$ cat config.mk
export PLATFORM = sky130hd
export DESIGN_NAME = apb_slave_regbank_flat
export DESIGN_NICKNAME = d
export VERILOG_FILES = /design/src/rtl/apb_slave_pkg.sv /design/src/rtl/apb_slave_regbank_if.sv /design/src/rtl/apb_wait_counter.sv /design/src/rtl/apb_slave_regbank.sv /design/src/flat_wrapper.sv
export SDC_FILE = /design/constraint.sdc
export NUM_CORES = 1
export LEC_CHECK = 0
export ABC_AREA = 0
export CORE_UTILIZATION = 50
export DETAILED_ROUTE_END_ITERATION = 12
export PLACE_DENSITY_LB_ADDON = 0.05
export SLEW_MARGIN = 20
export SYNTH_ARGS = -nofsm -noshare
export SYNTH_HDL_FRONTEND = slang
export SYNTH_SLANG_ARGS = --single-unit
$ cat constraint.sdc
create_clock -name Hclk -period 5 [get_ports Hclk]
set_input_delay 1 -clock Hclk [delete_from_list [all_inputs] [get_ports Hclk]]
set_output_delay 1 -clock Hclk [all_outputs]
set_load 0.01 [all_outputs]
$ cat src/rtl/apb_slave_pkg.sv
// Shared types and constants for the APB register-bank responder.
package apb_slave_pkg;

  typedef enum logic {
    IDLE   = 1'b0,
    ACCESS = 1'b1
  } state_e;

  localparam logic [31:0] ID_VALUE_DEFAULT = 32'hA5B0_0001;
  localparam int          CNT_W            = 4;

  // One index bit beyond $clog2 so an address just past the bank is seen as out of range.
  function automatic int idx_width(input int num_regs);
    return $clog2(num_regs) + 1;
  endfunction

endpackage

$ cat src/rtl/apb_slave_regbank_if.sv
// APB bus bundle between the bridge's APB master and one responder.
interface apb_slave_regbank_if;
  logic        Psel;
  logic        Penable;
  logic        Pwrite;
  logic [31:0] Paddr;
  logic [31:0] Pwdata;
  logic [31:0] Prdata;
  logic        Pready;
  logic        Pslverr;

  modport master (
    output Psel, Penable, Pwrite, Paddr, Pwdata,
    input  Prdata, Pready, Pslverr
  );

  modport slave (
    input  Psel, Penable, Pwrite, Paddr, Pwdata,
    output Prdata, Pready, Pslverr
  );
endinterface

$ cat src/rtl/apb_wait_counter.sv
// Down-counter that sets the number of Pready-low cycles in an access phase.
module apb_wait_counter #(
  parameter int CNT_W = 4
) (
  input  logic             Hclk,
  input  logic             Hresetn,
  input  logic             load_i,
  input  logic [CNT_W-1:0] load_val_i,
  input  logic             dec_i,
  output logic             zero_o
);

  logic [CNT_W-1:0] cnt_q, cnt_d;

  always_comb begin
    cnt_d = cnt_q;
    if (load_i)                   cnt_d = load_val_i;
    else if (dec_i && cnt_q != 0) cnt_d = cnt_q - 1'b1;
  end

  always_ff @(posedge Hclk or negedge Hresetn) begin
    if (!Hresetn) cnt_q <= '0;
    else          cnt_q <= cnt_d;
  end

  assign zero_o = (cnt_q == '0);

endmodule

$ cat src/rtl/apb_slave_regbank.sv
// APB responder serving a small register bank with fixed wait states and error reporting.
module apb_slave_regbank
  import apb_slave_pkg::*;
#(
  parameter int          NUM_REGS    = 8,
  parameter int          WAIT_STATES = 2,
  parameter logic [31:0] ID_VALUE    = ID_VALUE_DEFAULT
) (
  input  logic               Hclk,
  input  logic               Hresetn,
  apb_slave_regbank_if.slave apb
);

  localparam int IDX_W  = idx_width(NUM_REGS);
  localparam int ADDR_W = IDX_W + 2;

  state_e            state_q, state_d;
  logic [ADDR_W-1:0] addr_q;
  logic              write_q;
  logic [31:0]       wdata_q;
  logic [31:0]       regs_q [1:NUM_REGS-1];

  logic [IDX_W-1:0]  idx;
  logic              err;
  logic              load, dec, cnt_zero, capture, commit;
  logic [31:0]       rdata;
  logic              unused_paddr;

  // Upper address bits were already decoded by the bridge into Pselx.
  assign unused_paddr = ^apb.Paddr[31:ADDR_W];

  assign idx = addr_q[ADDR_W-1:2];
  assign err = (addr_q[1:0] != 2'b00) || (32'(idx) >= NUM_REGS) ||
               (write_q && idx == '0);

  apb_wait_counter #(.CNT_W(CNT_W)) u_wait (
    .Hclk       (Hclk),
    .Hresetn    (Hresetn),
    .load_i     (load),
    .load_val_i (CNT_W'(WAIT_STATES)),
    .dec_i      (dec),
    .zero_o     (cnt_zero)
  );

  always_comb begin
    state_d = state_q;
    load    = 1'b0;
    dec     = 1'b0;
    capture = 1'b0;
    commit  = 1'b0;
    case (state_q)
      IDLE: begin
        if (apb.Psel && !apb.Penable) begin
          capture = 1'b1;
          load    = 1'b1;
          state_d = ACCESS;
        end
      end
      ACCESS: begin
        if (!apb.Psel) begin
          state_d = IDLE;
        end else if (!apb.Penable) begin
          // A fresh setup mid-access replaces the transfer in flight.
          capture = 1'b1;
          load    = 1'b1;
        end else if (!cnt_zero) begin
          dec = 1'b1;
        end else begin
          commit  = write_q && !err;
          state_d = IDLE;
        end
      end
      default: state_d = IDLE;
    endcase
  end

  always_ff @(posedge Hclk or negedge Hresetn) begin
    if (!Hresetn) state_q <= IDLE;
    else          state_q <= state_d;
  end

  always_ff @(posedge Hclk) begin
    if (capture) begin
      addr_q  <= apb.Paddr[ADDR_W-1:0];
      write_q <= apb.Pwrite;
      wdata_q <= apb.Pwdata;
    end
  end

  always_ff @(posedge Hclk or negedge Hresetn) begin
    if (!Hresetn) begin
      for (int i = 1; i < NUM_REGS; i++) regs_q[i] <= '0;
    end else begin
      for (int i = 1; i < NUM_REGS; i++)
        if (commit && idx == IDX_W'(i)) regs_q[i] <= wdata_q;
    end
  end

  always_comb begin
    rdata = '0;
    if (idx == '0) rdata = ID_VALUE;
    for (int i = 1; i < NUM_REGS; i++)
      if (idx == IDX_W'(i)) rdata = regs_q[i];
  end

  assign apb.Pready  = (state_q == ACCESS) && apb.Psel && apb.Penable && cnt_zero;
  assign apb.Pslverr = apb.Pready && err;
  assign apb.Prdata  = (apb.Pready && !write_q && !err) ? rdata : '0;

endmodule

$ cat src/flat_wrapper.sv
// flat-port wrapper written by rule: the top's interface ports become plain ports
module apb_slave_regbank_flat import apb_slave_pkg::*;
#(
  parameter int          NUM_REGS    = 8,
  parameter int          WAIT_STATES = 2,
  parameter logic [31:0] ID_VALUE    = ID_VALUE_DEFAULT
)
  (Hclk, Hresetn, apb_Psel, apb_Penable, apb_Pwrite, apb_Paddr, apb_Pwdata, apb_Prdata, apb_Pready, apb_Pslverr);
  apb_slave_regbank_if apb_i ();
  input  logic Hclk;
  input  logic Hresetn;
  input wire logic [$bits(apb_i.Psel)-1:0] apb_Psel;
  input wire logic [$bits(apb_i.Penable)-1:0] apb_Penable;
  input wire logic [$bits(apb_i.Pwrite)-1:0] apb_Pwrite;
  input wire logic [$bits(apb_i.Paddr)-1:0] apb_Paddr;
  input wire logic [$bits(apb_i.Pwdata)-1:0] apb_Pwdata;
  output wire logic [$bits(apb_i.Prdata)-1:0] apb_Prdata;
  output wire logic [$bits(apb_i.Pready)-1:0] apb_Pready;
  output wire logic [$bits(apb_i.Pslverr)-1:0] apb_Pslverr;
  assign apb_i.Psel = apb_Psel;
  assign apb_i.Penable = apb_Penable;
  assign apb_i.Pwrite = apb_Pwrite;
  assign apb_i.Paddr = apb_Paddr;
  assign apb_i.Pwdata = apb_Pwdata;
  assign apb_Prdata = apb_i.Prdata;
  assign apb_Pready = apb_i.Pready;
  assign apb_Pslverr = apb_i.Pslverr;
  apb_slave_regbank #(.NUM_REGS(NUM_REGS), .WAIT_STATES(WAIT_STATES), .ID_VALUE(ID_VALUE)) u_core (.Hclk(Hclk), .Hresetn(Hresetn), .apb(apb_i));
endmodule
After elaboration in Yosys (flattened, before gate mapping)
Cells that the tools add are included.

Add/sub/neg operators: 1. Order comparisons: 1. Eq/ne operators: 7. Muxes and demuxes: 26. Bitwise logic cells: 1. Reductions and logical operators: 27.

Operators by type and width (count): 32-bit two-way mux (9); 1-bit logical AND (17); 4-bit by 3-bit equality test with 1-bit output (second input constant) (4); 1-bit two-way mux (13); 4-bit by 2-bit equality test with 1-bit output (second input constant) (2); 4-bit logical NOT (2); 4-bit two-way mux (2); 4-bit by 1-bit equality test with 1-bit output (second input constant) (1); 4-bit greater-or-equal comparator (second input constant) (1); 1-bit case mux with 2 select lines (2); 2-bit nonzero test (2); 4-bit nonzero test (1); 4-bit by 1-bit subtractor with 4-bit output (second input constant) (1); 1-bit logical NOT (3); 1-bit logical OR (2); 1-bit NOT (1).

Register bits after elaboration: 268. Input bits: 69. Output and inout bits: 34. Word-level logic and storage cells: 75.

Depth between registers and ports, before layout
Gate-level depths: netlist of run 1.

Word-level depth: 10. Gate-level depth with buffers: 9.

Hierarchy
From an unflattened synthesis of run 1, not the netlist that was laid out.

Cells, all modules: 869. Area total of the unflattened synthesis: 11855.1 um2.

Modules (own cells, without submodules): apb_slave_regbank (instances 1, cells each 842, area an instance 11602.4 um2, sequential area each 6801.5 um2); apb_wait_counter (instances 1, cells each 27, area an instance 252.7 um2, sequential area each 100.1 um2).

Least setup slack after synthesis of run 1
No wires, ideal clock.

Path type: in2reg. Start: input port apb_Penable. End: register u_core.addr_q[0] (enable). Setup time: 0.448 ns. Arrival: 2.908 ns. Required time: 4.552 ns. Path slack: 1.645 ns. Cell stages on the path: 1. Cells stage by stage: nor2b_1.

Longest elaborated chain between the ends: 4.

Ends and longest elaborated chain: from (decl) (line flat_wrapper.sv:13) `input wire logic [$bits(apb_i.Penable)-1:0] apb_Penable;`; 1-bit logical NOT (line apb_slave_regbank.sv:53) `if (apb.Psel && !apb.Penable) begin`; 1-bit logical AND (line apb_slave_regbank.sv:53); 1-bit two-way mux (line apb_slave_regbank.sv:53); 1-bit case mux with 2 select lines (*) (line apb_slave_regbank.sv:51) `case (state_q)`; to (signal assigned) (line apb_slave_regbank.sv:84) `addr_q <= apb.Paddr[ADDR_W-1:0];`; to (decl) (line apb_slave_regbank.sv:18) `logic [ADDR_W-1:0] addr_q;`.

Every way passes the cells marked *; elsewhere a longest branch is shown, timed or not. A chain may end at the register's enable or synchronous reset.

Final worst setup path of run 1
Start: input port apb_Penable. End: output port apb_Prdata[21].

Longest elaborated chain between the ends: 5.

Ends and longest elaborated chain: 1-bit logical AND (2 in a row) (line apb_slave_regbank.sv:106) `assign apb.Pready = (state_q == ACCESS) && apb.Psel && apb.Penable && cnt_zero;`; 1-bit logical AND (2 in a row) (line apb_slave_regbank.sv:108) `assign apb.Prdata = (apb.Pready && !write_q && !err) ? rdata : '0;`; 32-bit two-way mux (line apb_slave_regbank.sv:108); to (decl) (line flat_wrapper.sv:17) `output wire logic [$bits(apb_i.Prdata)-1:0] apb_Prdata;`.

No other way between the ends.

==> metrics.cfg, run 1 <==
[routing]
vias=7607
drtIter0Drc=439
wl_per_cell_um=21.94
totalWireLength_um=28550
drt_first_pass_iters=5
drc_errors=0
ant_nets=0
vias_per_cell=5.847

[synth]
syn_inst=895
synthFlopType=dfrtp_1
ys_seq_area_frac=0.5838
syn_area_per_cell_sq_um=13.21
synth-seq-cells=268
synth_nets=965
synth_cell_type_count=40
synthArstFlopShare=0.8545
netlist_area_sq_um=11820
yosys_warnings=0
synth_edf_count=39

[power]
total_power_w=0.004668
vdd_drop_max_uv=221.0
leakage_nw=6.540
p_per_area_nw_per_um2=336.4

[timing]
hold_viol=0
period_minus_slack_ps=4653
setup_violations=0
max-slew-margin-rel=0.3139
finalClockSkew_ps=14.02
rsz0062_at_grt=no
max_freq_ghz=0.2149
layout_setup_ws_ps=347.5
finalSetupTns_ps=0
tightest_slew_ps=1027
final_max_slew_viol_count=0
period_share=0.9305
holdWs_ps=496.3

[global_route]
grt_pass1_wl_um=45330
grt_pass1_vias=8200
grt_start_max_net_pins=119
overflow=0
track_usage=0.2442
antenna_found_initial=0

[cells_and_area]
drive_above_1_share=0.3158
n_antenna_cell=0
areaGrowthSynthToFinish_pct=17.37
design_area_sq_um=13880
fin_nets=1035

[floorplanning]
start_util=0.5159
io_pins=103
num_rows=55
core_sq_um=22920
die_x_um=155.8
die-area_sq_um=24260
die_h_um=155.8

[clocking]
cts_root_buffer=clkbuf_16
clk_latency_ps=540
clk_pin_slew_ps=60
post_cts_resized=0
hold_buffers=0
clock_path_buffers=3
cts.sinks=268
cts_setup_buffers=0
numCtsBuffers=29
cts_tree=yes
htreeDepth=1

[critical_path]
cp-start-kind=input pin
cp_num_buf_inv=3
slowest_delay_ps=590
worstSetupPathDepth=8
cpMaxStageDelayCell=clkdlybuf4s50_1
cp_common_cell=clkdlybuf4s50_1
cp_max_fo=17
reg2reg_depth=6
crit_required_ps=4000
cpLargestDelayFamily=buffers and inverters
crit_path_cell_trace=clkdlybuf4s50_1 > nand3_1 > or2_4 > nor2_1 > nand2_1 > buf_4 > a311oi_1 > clkdlybuf4s50_1
worstSetupPathType=input pin to primary output
crit_arrival_ps=3650
worstSetupEndpointType=primary output

[place]
gp_congestion=0.7729
dpl.hpwl_um=17130
preCtsSetupSlack_ps=398.5
place_area_sq_um=12940
io_buffers=76

[flow_run]
cap_violations=0

[hold_path]
holdCritPathClass=input pin to async pin

[outcome]
status=finished, final reports clean

-- where the power goes --
part	internal, W	leakage, nW	switching (W)
logic	0.000111	2.52	0.000177
clock network	0.00124	0.465	0.000826
registers	0.00227	3.56	0.0000528
total	0.00361	6.54	0.00106
-- cells in the mapped netlist (all sizes together) (7+ instances only) --
master / instances / share of area
a211oi: 20 / 0.013
a21oi: 29 / 0.012
a22oi: 25 / 0.016
a311oi: 7 / 0.0052
buf: 33 / 0.013
clkbuf: 32 / 0.010
dfrtp: 229 / 0.48
edfxtp: 39 / 0.099
inv: 10 / 0.0032
mux2: 234 / 0.22
mux2i: 20 / 0.017
nand2: 14 / 0.0044
nand2b: 10 / 0.0053
nand3: 7 / 0.0030
nor2: 61 / 0.019
nor2b: 13 / 0.0069
o21a: 18 / 0.011
o21ai: 28 / 0.012
o22ai: 25 / 0.013
-- cell families after synthesis --
family,share of synthesized area
flip-flops,0.5838
XOR/XNOR,0.002223
buffers and inverters,0.02656
adder cells (fa/ha/maj),0.001058
AND/OR/NAND/NOR,0.04741
multiplexers,0.2398
AO/OA/AOI/OAI,0.09916
-- final timing paths --
path / start / endpoint / slack (ps)
worst max-delay path: apb_Penable / apb_Prdata[21] / 350
worst min-delay path: Hresetn / u_core.regs_q[76]$_DFFE_PN0P_ / 500
worst max register to register: u_core.addr_q[5]$_DFFE_PN_ / u_core.regs_q[28]$_DFFE_PN0P_ / 1810
worst min register to register: u_core.regs_q[120]$_DFFE_PN0P_ / u_core.regs_q[120]$_DFFE_PN0P_ / 500
max in group asynchronous: Hresetn / u_core.regs_q[56]$_DFFE_PN0P_ / 3270
min in group Hclk: u_core.regs_q[120]$_DFFE_PN0P_ / u_core.regs_q[120]$_DFFE_PN0P_ / 500
-- layout make-up --
type	instances	area, sq um
fill	1790	9040
sequential	268	6902
multi-input combinational	552	4619
timing repair buffer	104	988.4
clock buffer	46	869.6
tap	313	391.6
clock inverter	8	67.56
inverter	10	37.54
-- sequential cells by signal (all words and copies together) (netlist names) --
| register | count |
|---|---|
| u_core.u_wait.cnt_q | 4 |
| u_core.state_q | 1 |
| u_core.addr_q | 6 |
| u_core.regs_q | 224 |
| u_core.wdata_q | 32 |
| u_core.write_q | 1 |
-- placed cells by master, fill, tap and decap left out, types with 12 or more instances in the layout --
cell type	netlist	routed
edfxtp_1	39	39
mux2_2	234	234
mux2i_1	20	20
dfrtp_1	229	229
nand2_1	14	14
o21a_1	18	18
o22ai_1	25	25
nor2_1	61	61
a22oi_1	25	25
o21ai_0	28	28
a211oi_1	20	20
clkdlybuf4s50_1	0	75
nor2b_1	13	12
a21oi_1	29	29
clkbuf_16	0	29
buf_4	0	27
-- per-layer routing --
metal  GRT usage  share of wire  up-vias
li1            -              -     3428
met1      0.3193           0.44     3956
met2      0.4260           0.50      172
met3     0.03250          0.037       51
met4     0.06909          0.024        0
met5           0              0        -
-- stage by stage --
stage                 util  std cells
global placement    0.5646       1247
detailed placement  0.5646       1247
floorplan                -        895
global route        0.6055       1301
CTS                 0.6055       1301
finish              0.6055       1301
Power figures use the tool's default switching activity.
==> run 2, diff against run 1 <==
- PLACE_DENSITY: not set -> 0.71
- PLACE_DENSITY_LB_ADDON: 0.05 -> not set
==> run 2 against run 1 <==
- wire length down 8.2%
- first-iteration DRC count is 7.3% lower
- clock skew increased by 11 ps
- critical path type is now flop to primary output
==> metrics.cfg, run 2 (synthesized netlist as in run 1, its figures left out) <==
[outcome]
status=finished, final reports clean  ; unchanged

[power]
leakage_nw=6.585  ; was 6.540 nW
p_sw_frac=0.2253  ; was 0.2260
vdd_drop_max_uv=257.2  ; was 221.0 uV
clock_power_share=0.454  ; was 0.442
p_per_area_nw_per_um2=341.1  ; was 336.4 nW/um^2
pwr-share-seq=0.487  ; was 0.497
p_sw_w=0.001074  ; was 0.001055 W
p_int_w=0.003692  ; was 0.003613 W
p_comb_frac=0.059  ; was 0.062

[routing]
vias_per_cell=5.768  ; was 5.847
wl_per_cell_um=20.16  ; was 21.94 um
vias=7498  ; was 7607
drc_errors=0  ; unchanged
ant_nets=0  ; unchanged
drt_first_pass_iters=4  ; was 5
totalWireLength_um=26200  ; was 28550 um
drtIter0Drc=407  ; was 439

[critical_path]
cpMaxStageDelayCell=edfxtp_1  ; was clkdlybuf4s50_1
worstSetupPathType=flop to primary output  ; was input pin to primary output
crit_arrival_ps=3540  ; was 3650 ps
crit_required_ps=4000  ; about the same
cp-start-kind=flop  ; was input pin
crit_path_cell_trace=nor2_1 > buf_4 > nand2_1 > o22ai_1 > a22oi_1 > a211oi_1 > clkdlybuf4s50_1  ; was clkdlybuf4s50_1 > nand3_1 > or2_4 > nor2_1 > nand2_1 > buf_4 > a311oi_1 > clkdlybuf4s50_1
slowest_delay_ps=600  ; was 590 ps
cp_max_fo=18  ; was 17
worstSetupEndpointType=primary output  ; unchanged

[clocking]
clk_pin_slew_ps=60  ; about the same
htreeDepth=1  ; unchanged
numCtsBuffers=29  ; unchanged
post_cts_resized=0  ; unchanged
cts_root_buffer=clkbuf_16  ; unchanged
hold_buffers=0  ; unchanged
cts_tree=yes  ; unchanged
clock_path_buffers=3  ; unchanged
clk_latency_ps=550  ; was 540 ps
cts.sinks=268  ; unchanged
cts_setup_buffers=0  ; unchanged

[hold_path]
holdCritPathClass=input pin to async pin  ; unchanged

[cells_and_area]
largest_register_ffs=224  ; unchanged
mostFrequentLayoutCells=mux2_2, dfrtp_1, clkdlybuf4s50_1, nor2_1, edfxtp_1  ; unchanged
areaGrowthSynthToFinish_pct=18.19  ; was 17.37%
largestRegisters=u_core.regs_q (224), u_core.wdata_q (32), u_core.addr_q (6)  ; unchanged
fin_nets=1034  ; was 1035
drive_above_1_share=0.3232  ; was 0.3158
layout.cells.most_common=mux2_2  ; unchanged
n_antenna_cell=0  ; unchanged
top_register=u_core.regs_q  ; unchanged

[timing]
finalSetupTns_ps=0  ; unchanged
holdWs_ps=430.2  ; was 496.3 ps
hold_viol=0  ; unchanged
max_freq_ghz=0.2200  ; was 0.2149 GHz
max-slew-margin-rel=0.3125  ; was 0.3139
setup_violations=0  ; unchanged
final_max_slew_viol_count=0  ; unchanged
tightest_slew_ps=1031  ; was 1027 ps
period_share=0.9090  ; was 0.9305
rsz0062_at_grt=no  ; unchanged
period_minus_slack_ps=4545  ; was 4653 ps
finalClockSkew_ps=24.88  ; was 14.02 ps

[floorplanning]
die-area_sq_um=24260  ; unchanged
io_pins=103  ; unchanged
die_h_um=155.8  ; unchanged
num_rows=55  ; unchanged
die_x_um=155.8  ; unchanged
core_sq_um=22920  ; unchanged
start_util=0.5159  ; unchanged

[flow_run]
cap_violations=0  ; unchanged

[place]
gp_congestion=0.7678  ; was 0.7729
io_buffers=76  ; unchanged
dpl.hpwl_um=15570  ; was 17130 um

[global_route]
track_usage=0.2266  ; was 0.2442
grt_pass1_wl_um=42880  ; was 45330 um
grt_pass1_vias=7723  ; was 8200
grt_start_max_net_pins=138  ; was 119
antenna_found_initial=0  ; unchanged
overflow=0  ; unchanged

[run 2: critical path: cells and delay by family, from the launching register on]
kind	cells	cell delay, ps
AO/OA/AOI/OAI	3	830
buffers and inverters	2	830
AND/OR/NAND/NOR	2	740
flip-flops	1	600
[run 2: power by group through the flow]
stage	Clock (W)	Combinational (W)	Sequential, W
CTS	0.00220	0.000282	0.00232
global route	0.00228	0.000312	0.00233
finish	0.00216	0.000280	0.00232
global placement	0	0.000278	0.00236
detailed placement	0	0.000281	0.00236
floorplan	0	0.000155	0.00234
[run 2: layout make-up]
cell class	instances	area (sq um)
Timing Repair Buffer	103	1013
Clock inverter	9	75.07
Inverter	10	37.54
Clock buffer	45	919.6
Tap cell	313	391.6
Fill cell	1850	8942
Multi-Input combinational cell	552	4634
Sequential cell	268	6902
[run 2: path summary, 6_finish.rpt]
check / startpoint / end / slack, ps / cells after the start
max: u_core.addr_q[4]$_DFFE_PN_ / apb_Prdata[19] / 460 / 7
min: Hresetn / u_core.regs_q[55]$_DFFE_PN0P_ / 430 / 1
max reg2reg: u_core.addr_q[4]$_DFFE_PN_ / u_core.regs_q[24]$_DFFE_PN0P_ / 1680 / 6
min reg2reg: u_core.regs_q[119]$_DFFE_PN0P_ / u_core.regs_q[119]$_DFFE_PN0P_ / 500 / 1
max in group asynchronous: Hresetn / u_core.regs_q[50]$_DFFE_PN0P_ / 3360 / 3
min in group Hclk: u_core.regs_q[119]$_DFFE_PN0P_ / u_core.regs_q[119]$_DFFE_PN0P_ / 500 / 1
[run 2: through the flow]
step | power (W) | std cells | setup slack (ps) | area [sq um] | utilization
after floorplan | 0.002492 | 895 | 1645 | 11820 | -
after global placement | 0.002639 | 1245 | 533.6 | 12950 | 0.5652
after detailed placement | 0.002642 | 1245 | 440.7 | 12950 | 0.5652
after CTS | 0.004807 | 1299 | 440.0 | 13950 | 0.6086
after global routing | 0.004926 | 1300 | 291.2 | 13970 | 0.6098
final | 0.004766 | 1300 | 455.2 | 13970 | 0.6098
[run 2: routing by layer]
layer,GRT usage,wire (um),up-vias
met2,0.3656,12320,165
met1,0.3266,12340,3863
met5,0,0,-
met3,0.02778,962,46
li1,-,-,3424
met4,0.05742,585,0
